==> config.mk <==
export PLATFORM = sky130hd
export DESIGN_NAME = rv_muldiv
export DESIGN_NICKNAME = d
export VERILOG_FILES = /design/src/rtl/rv_pkg.sv /design/src/rtl/rv_muldiv.sv
export SDC_FILE = /design/constraint.sdc
export NUM_CORES = 1
export LEC_CHECK = 0
export ABC_AREA = 1
export CORE_AREA = 4 4 251 253
export DETAILED_ROUTE_END_ITERATION = 8
export DIE_AREA = 0 0 255 257
export PLACE_DENSITY = 0.55
export SYNTH_ARGS = -nofsm -noshare
export SYNTH_HDL_FRONTEND = slang
export SYNTH_SLANG_ARGS = --single-unit
==> constraint.sdc <==
create_clock -name clk_i -period 10.7 [get_ports clk_i]
set_clock_uncertainty 0.2 [all_clocks]
set_input_delay 1.07 -clock clk_i [delete_from_list [all_inputs] [get_ports clk_i]]
set_output_delay 1.07 -clock clk_i [all_outputs]
set_load 0.03 [all_outputs]
==> src/rtl/rv_pkg.sv <==
// Shared types and constants for the RV32M multiply/divide unit.
package rv_pkg;

  localparam int unsigned CNT_W = 5;

  localparam logic [31:0] DIV_BY_ZERO_Q = 32'hFFFF_FFFF;
  localparam logic [31:0] INT_MIN       = 32'h8000_0000;

  typedef enum logic [2:0] {
    OP_MUL    = 3'b000,
    OP_MULH   = 3'b001,
    OP_MULHSU = 3'b010,
    OP_MULHU  = 3'b011,
    OP_DIV    = 3'b100,
    OP_DIVU   = 3'b101,
    OP_REM    = 3'b110,
    OP_REMU   = 3'b111
  } muldiv_op_e;

  typedef enum logic [1:0] {
    IDLE = 2'd0,
    MUL  = 2'd1,
    DIV  = 2'd2,
    DONE = 2'd3
  } muldiv_state_e;

endpackage

==> src/rtl/rv_muldiv.sv <==
// Iterative RV32M multiply/divide unit: one bit per cycle on operand magnitudes,
// sign fix-up at the end, result held until the register-file write is accepted.
module rv_muldiv
  import rv_pkg::*;
#(
  parameter int unsigned XLEN = 32
) (
  input  logic            clk_i,
  input  logic            rst_i,
  input  logic            req_valid_i,
  output logic            req_ready_o,
  input  logic [2:0]      req_op_i,
  input  logic [XLEN-1:0] req_rs1_data_i,
  input  logic [XLEN-1:0] req_rs2_data_i,
  input  logic [4:0]      req_rd_addr_i,
  input  logic            flush_i,
  output logic            wb_valid_o,
  input  logic            wb_ready_i,
  output logic [4:0]      wb_rd_addr_o,
  output logic [XLEN-1:0] wb_data_o,
  output logic            busy_o
);

  localparam int unsigned AW = XLEN + 2;

  muldiv_state_e   state_q;
  muldiv_op_e      op_q;
  logic [4:0]      rd_q;
  logic            neg_q;
  logic [CNT_W-1:0] cnt_q;
  logic [XLEN-1:0] a_q, b_q;
  logic [XLEN-1:0] hi_q, lo_q;
  logic [XLEN-1:0] res_q;

  muldiv_op_e      req_op;
  logic            a_neg, b_neg, req_neg;
  logic            b_zero, div_ovf, fast;
  logic [XLEN-1:0] a_mag, b_mag, fast_res;

  logic [AW-1:0]   add_x, add_y, add_s;
  logic            add_sub;
  logic [XLEN-1:0] hi_d, lo_d;
  logic [2*XLEN-1:0] prod;
  logic [XLEN-1:0] div_val, done_res;

  assign req_op = muldiv_op_e'(req_op_i);

  // Request decode: magnitudes, result sign and divide special cases.
  always_comb begin
    a_neg    = req_rs1_data_i[XLEN-1] & (req_op inside {OP_MULH, OP_MULHSU, OP_DIV, OP_REM});
    b_neg    = req_rs2_data_i[XLEN-1] & (req_op inside {OP_MULH, OP_DIV, OP_REM});
    a_mag    = a_neg ? -req_rs1_data_i : req_rs1_data_i;
    b_mag    = b_neg ? -req_rs2_data_i : req_rs2_data_i;
    req_neg  = a_neg ^ (b_neg & (req_op != OP_REM));
    b_zero   = (req_rs2_data_i == '0);
    div_ovf  = (req_op inside {OP_DIV, OP_REM}) && (req_rs1_data_i == INT_MIN) &&
               (req_rs2_data_i == '1);
    fast     = req_op_i[2] && (b_zero || div_ovf);
    fast_res = '0;
    if (req_op_i[1]) begin
      fast_res = b_zero ? req_rs1_data_i : '0;
    end else begin
      fast_res = b_zero ? DIV_BY_ZERO_Q : INT_MIN;
    end
  end

  // Shared adder: accumulate in MUL, trial subtract in DIV.
  always_comb begin
    add_sub = (state_q == DIV);
    add_x   = {2'b00, hi_q};
    add_y   = '0;
    if (add_sub) begin
      add_x = {1'b0, hi_q, lo_q[XLEN-1]};
      add_y = ~{2'b00, b_q};
    end else if (lo_q[0]) begin
      add_y = {2'b00, a_q};
    end
    add_s = add_x + add_y + AW'(add_sub);
  end

  // One iteration step and the final signed result selection.
  always_comb begin
    hi_d = hi_q;
    lo_d = lo_q;
    if (state_q == DIV) begin
      hi_d = add_s[AW-1] ? {hi_q[XLEN-2:0], lo_q[XLEN-1]} : add_s[XLEN-1:0];
      lo_d = {lo_q[XLEN-2:0], ~add_s[AW-1]};
    end else begin
      hi_d = add_s[XLEN:1];
      lo_d = {add_s[0], lo_q[XLEN-1:1]};
    end

    prod = {hi_d, lo_d};
    if (neg_q) prod = -prod;
    div_val = (op_q inside {OP_DIV, OP_DIVU}) ? lo_d : hi_d;
    if (neg_q) div_val = -div_val;

    if (state_q == DIV) begin
      done_res = div_val;
    end else if (op_q == OP_MUL) begin
      done_res = prod[XLEN-1:0];
    end else begin
      done_res = prod[2*XLEN-1:XLEN];
    end
  end

  always_ff @(posedge clk_i or posedge rst_i) begin
    if (rst_i) begin
      state_q <= IDLE;
      op_q    <= OP_MUL;
      rd_q    <= '0;
      neg_q   <= 1'b0;
      cnt_q   <= '0;
      a_q     <= '0;
      b_q     <= '0;
      hi_q    <= '0;
      lo_q    <= '0;
      res_q   <= '0;
    end else if (flush_i) begin
      state_q <= IDLE;
    end else begin
      case (state_q)
        IDLE: begin
          if (req_valid_i) begin
            op_q  <= req_op;
            rd_q  <= req_rd_addr_i;
            neg_q <= req_neg;
            cnt_q <= '0;
            a_q   <= a_mag;
            b_q   <= b_mag;
            hi_q  <= '0;
            lo_q  <= req_op_i[2] ? a_mag : b_mag;
            if (fast) begin
              res_q   <= fast_res;
              state_q <= DONE;
            end else begin
              state_q <= req_op_i[2] ? DIV : MUL;
            end
          end
        end
        MUL, DIV: begin
          hi_q <= hi_d;
          lo_q <= lo_d;
          if (cnt_q == CNT_W'(XLEN - 1)) begin
            res_q   <= done_res;
            state_q <= DONE;
          end else begin
            cnt_q <= cnt_q + 1'b1;
          end
        end
        DONE: begin
          // rd==0 results are discarded after a single DONE cycle
          if ((rd_q == '0) || wb_ready_i) state_q <= IDLE;
        end
        default: state_q <= IDLE;
      endcase
    end
  end

  assign req_ready_o  = (state_q == IDLE) && !flush_i;
  assign busy_o       = (state_q != IDLE);
  assign wb_valid_o   = (state_q == DONE) && (rd_q != '0);
  assign wb_rd_addr_o = rd_q;
  assign wb_data_o    = res_q;

endmodule

==> results of run 1 <==
metal layers:
metal  GRT usage  wire length, um  vias up
met5           0               20        -
met4       0.111             4310        4
met3      0.0447             6020      160
met2       0.385            36400      911
met1       0.317            34200     9368
li1            -                -     9723
final timing paths:
path | startpoint | slack [ps] | endpoint
max | state_q[0] | 3260 | wb_data_o[24]
min | b_q[15] | 290 | b_q[15]
max reg2reg | state_q[0] | 3260 | wb_data_o[24]
min reg2reg | b_q[15] | 290 | b_q[15]
max in group asynchronous | rst_i | 7470 | hi_q[24]
min in group asynchronous | rst_i | 830 | wb_rd_addr_o[0]
stage by stage:
| stage | util | area [sq um] |
|---|---|---|
| 2_1_floorplan | - | 18100 |
| 3_3_place_gp | 0.324 | 19800 |
| 3_5_place_dp | 0.324 | 19800 |
| 4_1_cts | 0.334 | 20400 |
| 5_1_grt | 0.334 | 20400 |
| 6_report | 0.334 | 20400 |
worst max-delay path: cells and delay by family, from the launching register on:
family / cells / cell delay (ps)
AOI/OAI and AO/OA: 3 / 950
DFF: 1 / 390
and+or+nand+nor: 20 / 2750
adders and majority gates: 3 / 730
buffers and inverters: 11 / 2300
final cells by class:
| type | count | area (sq um) |
|---|---|---|
| fill | 6834 | 40600 |
| multi-input combinational | 2271 | 11500 |
| sequential | 176 | 4410 |
| inverter | 412 | 1550 |
| timing repair buffer | 137 | 1320 |
| tap | 790 | 988 |
| clock buffer | 19 | 443 |
| clock inverter | 13 | 164 |
kinds of logic after synthesis:
logic type	count (synthesis)
AO/OA/AOI/OAI	522
XOR/XNOR	82
adder cells (fa/ha/maj)	45
buffers and inverters	544
flip-flops	176
multiplexers	1
AND/OR/NAND/NOR	1621
flip-flops by register name, indices dropped and copies added (netlist names):
register	flops
wb_rd_addr_o	5
neg_q	1
op_q	3
state_q	2
cnt_q	5
a_q	32
b_q	32
lo_q	32
wb_data_o	32
hi_q	32
synthesized netlist by cell type, types with 3 or more instances:
cell type and n:
a21oi_1 153, a31oi_1 7, and2_1 7, buf_1 18
buf_2 17, buf_6 15, clkbuf_1 79, clkinv_1 5
dfrtp_1 176, ha_1 43, inv_1 386, inv_2 21
nand2_1 879, nand2_2 19, nand2_4 3, nand3_1 209
nand3_2 20, nand3b_1 16, nand4_1 72, nand4_2 4
nand4_4 3, nor2_1 303, nor2_2 21, nor2_4 10
nor3_1 20, nor3_2 10, nor4_1 5, o211ai_1 31
o21a_1 3, o21ai_0 204, o21ai_1 25, o21ai_2 15
o21ai_4 3, o22ai_1 67, or2_2 11, xnor2_1 18
xor2_1 64
==> results.yml, run 1 <==
yosys:
  synth_nets: 3113
  synth_xor_area_frac: 0.0397
  synthAdderAreaFrac: 0.0319
  yosys.area_share.simple: 0.401
  synth_top_family_by_area: "simple AND/OR/NAND/NOR gates"
  ys.flop_type: "dfrtp_1"
  synth_area_sq_um: 18100
  synth-edff-count: 0
  netlist_instances: 2991
  syn_avg_cell_area_sq_um: 6.05
  synth_cell_type_count: 58
  synth-compound-area-share: 0.163
  synth_seq_cells: 176
  ys_seq_area_frac: 0.243
  synth.area.top_cells: "dfrtp_1 24%, nand2_1 18%, inv_1 8.0%"
  synth.top_cell.area_share: 0.243
  yosysTopAreaCell: "dfrtp_1"
  async_flop_share: 1.00
  ys_warn_count: 0
  synthMuxAreaShare: 0.000553
clock_network:
  cts-htree-levels: 4
  postCtsSetupBuffers: 0
  cts_buffers: 17
  cts_resized: 0
  cts_max_path_buffers: 2
  path_clk_slew_ps: 90
  cts_tree: "built"
  holdBufCountCts: 0
  cts_root_buffer: "clkbuf_16"
  clock_sinks: 176
  clkLatencyLatePin_ps: 500
sta:
  tightest_slew_ps: 1140
  hold_ws_ps: 295
  fin_crit_sh: 0.696
  min_period_ps: 7440
  rsz0062_at_grt: "false"
  maxSlewHeadroom: 0.242
  clock.fmax_ghz: 0.134
  layout_setup_ws_ps: 3260
  setup_violations: 0
  hold_viol: 0
  drv_slew: 0
  fin_setup_tns_ps: 0
die:
  fp.dieH_um: 257
  die_w_um: 255
  initial_core_util: 0.297
  die_area_sq_um: 65500
  row_count: 91
  core_sq_um: 61000
  io_pins: 117
global_route:
  grt_pass1_vias: 18600
  grt_max_degree: 94
  grt_first_pass_wirelength_mm: 119
  antenna_found_initial: 2
  grt_overflow: 0
  grt_usage: 0.242
route:
  vias: 20200
  drtIter0Drc: 2214
  firstDrtPassIters: 6
  drc: 0
  wl_per_cell_um: 21.2
  ant_nets: 0
  finalWirelength_mm: 81.0
  routed_via_density: 5.28
final_layout:
  synthToLayoutAreaGrowth_pct: 12.8
  final_common_cell: "nand2_1"
  layout-drive-gt1-share: 0.0707
  final_cell_mix: "878 x nand2_1, 385 x inv_1, 301 x nor2_1, 208 x nand3_1, 204 x o21ai_0"
  diodes: 0
  instances_no_fill: 3818
  fin_nets: 3137
flow_run:
  max-cap-violations: 0
setup_path:
  critPathCaptureType: "register"
  arrival_ps: 7670
  slowest_delay_ps: 610
  crit_fanout: 33
  slowest_stage: "clkinv_1"
  path_class: "reg -> reg"
  crit_top_cell: "nand2_1"
  rr_worst_depth: 37
  cp-start-kind: "register"
  required_ps: 10930
placed_design:
  dp_cells: 3786
  hpwlAfterDp_mm: 64.2
  place_congestion: 0.992
  place_ws_ps: 3560
  port_buffers: 116
hold_path:
  holdPathStages: 2
  min_path_type: "reg -> reg"
outcome:
  status: "finished clean"
Power of run 1 is not shown: default switching activity piles up to over one toggle a cycle in this logic, so the estimate is an artifact.
==> run 2, diff against run 1 <==
- clock period: 10.7 -> 7.4 ns (I/O delays scaled with it)
==> results.yml, run 2 (synthesis results as in run 1) <==
die:
  core_sq_um: 61000
  io_pins: 117
  fp.dieH_um: 257
  die_w_um: 255
  die_area_sq_um: 65500
  row_count: 91
  initial_core_util: 0.297
setup_path:
  slowest_delay_ps: 500
  cp-start-kind: "register"
  critPathCaptureType: "register"
  crit_fanout: 33
  crit_top_cell: "nand2_1"
  slowest_stage: "o22ai_1"
  required_ps: 7600
  path_class: "reg -> reg"
  arrival_ps: 6880
global_route:
  grt_max_degree: 92
  grt_first_pass_wirelength_mm: 121
  grt_pass1_vias: 18800
  grt_overflow: 0
  grt_usage: 0.243
  antenna_found_initial: 0
clock_network:
  path_clk_slew_ps: 90
  clkLatencyLatePin_ps: 480
  cts_root_buffer: "clkbuf_16"
  cts_resized: 0
  cts_max_path_buffers: 2
  cts_tree: "built"
  cts-htree-levels: 4
  holdBufCountCts: 0
  cts_buffers: 17
  clock_sinks: 176
  postCtsSetupBuffers: 0
sta:
  maxSlewHeadroom: 0.264
  drv_slew: 0
  rsz0062_at_grt: "false"
  tightest_slew_ps: 1100
  hold_viol: 0
  min_period_ps: 6680
  setup_violations: 0
  fin_setup_tns_ps: 0
  clock.fmax_ghz: 0.150
  fin_crit_sh: 0.903
route:
  drc: 0
  finalWirelength_mm: 81.0
  met2RoutedLength_mm: 36.3
  wl_met3_mm: 5.71
  drtIter0Drc: 2170
  m1WireLength_mm: 34.8
  routed_via_density: 5.28
  highest-signal-layer: "met4"
  firstDrtPassIters: 7
  ant_nets: 0
  vias: 20200
  wl_per_cell_um: 21.2
outcome:
  status: "finished clean"
placed_design:
  port_buffers: 116
  hpwlAfterDp_mm: 63.9
  place_congestion: 0.987
final_layout:
  final_cell_mix: "878 x nand2_1, 385 x inv_1, 301 x nor2_1, 208 x nand3_1, 204 x o21ai_0"
  diodes: 0
  final_common_cell: "nand2_1"
  layout-drive-gt1-share: 0.0741
  synthToLayoutAreaGrowth_pct: 13.2
  fill_cells: 6838
  fin_nets: 3147
flow_run:
  max-cap-violations: 0
hold_path:
  min_path_type: "reg -> reg"
==> run 2: routing by layer <==
layer | GRT usage | vias to the layer above
met4 | 0.115 | 0
met5 | 0 | -
met3 | 0.0314 | 121
li1 | - | 9738
met1 | 0.330 | 9477
met2 | 0.382 | 873
==> run 2: area by class of cell <==
type,count,area (sq um),share of cell area
tap,790,988,0.0483
clock inverter,15,181,0.00886
inverter,412,1550,0.0757
clock buffer,17,425,0.0208
timing repair buffer,147,1390,0.0681
sequential,176,4410,0.215
multi-input combinational,2271,11500,0.563
==> run 2: metrics by stage <==
stage	std cells	hold slack [ps]	util	setup WS (ps)	area [sq um]
floorplan	2991	244	-	1250	18100
global placement	3796	267	0.326	1110	19900
detailed placement	3796	273	0.326	948	19900
CTS	3828	294	0.336	925	20500
global route	3828	318	0.336	187	20500
finish	3828	289	0.336	719	20500
==> run 2: path summary, 6_finish.rpt <==
kind,startpoint,end,cells after the start,slack (ps)
worst min register to register,b_q[2],b_q[2],2,290
worst max-delay path,state_q[0],wb_data_o[24],37,720
worst min-delay path,b_q[2],b_q[2],2,290
worst max register to register,state_q[0],wb_data_o[24],37,720
min in group asynchronous,rst_i,a_q[9],2,600
max in group asynchronous,rst_i,neg_q,3,5130
==> run 2: worst max-delay path: cells and delay by family, from the launching register on <==
| family | cells | cell delay (ps) |
|---|---|---|
| flops | 1 | 390 |
| buf+inv | 10 | 1590 |
| simple gates | 21 | 2630 |
| fa+ha+maj | 3 | 750 |
| compound gates | 3 | 940 |
Power of run 2 is left out for the same reason.
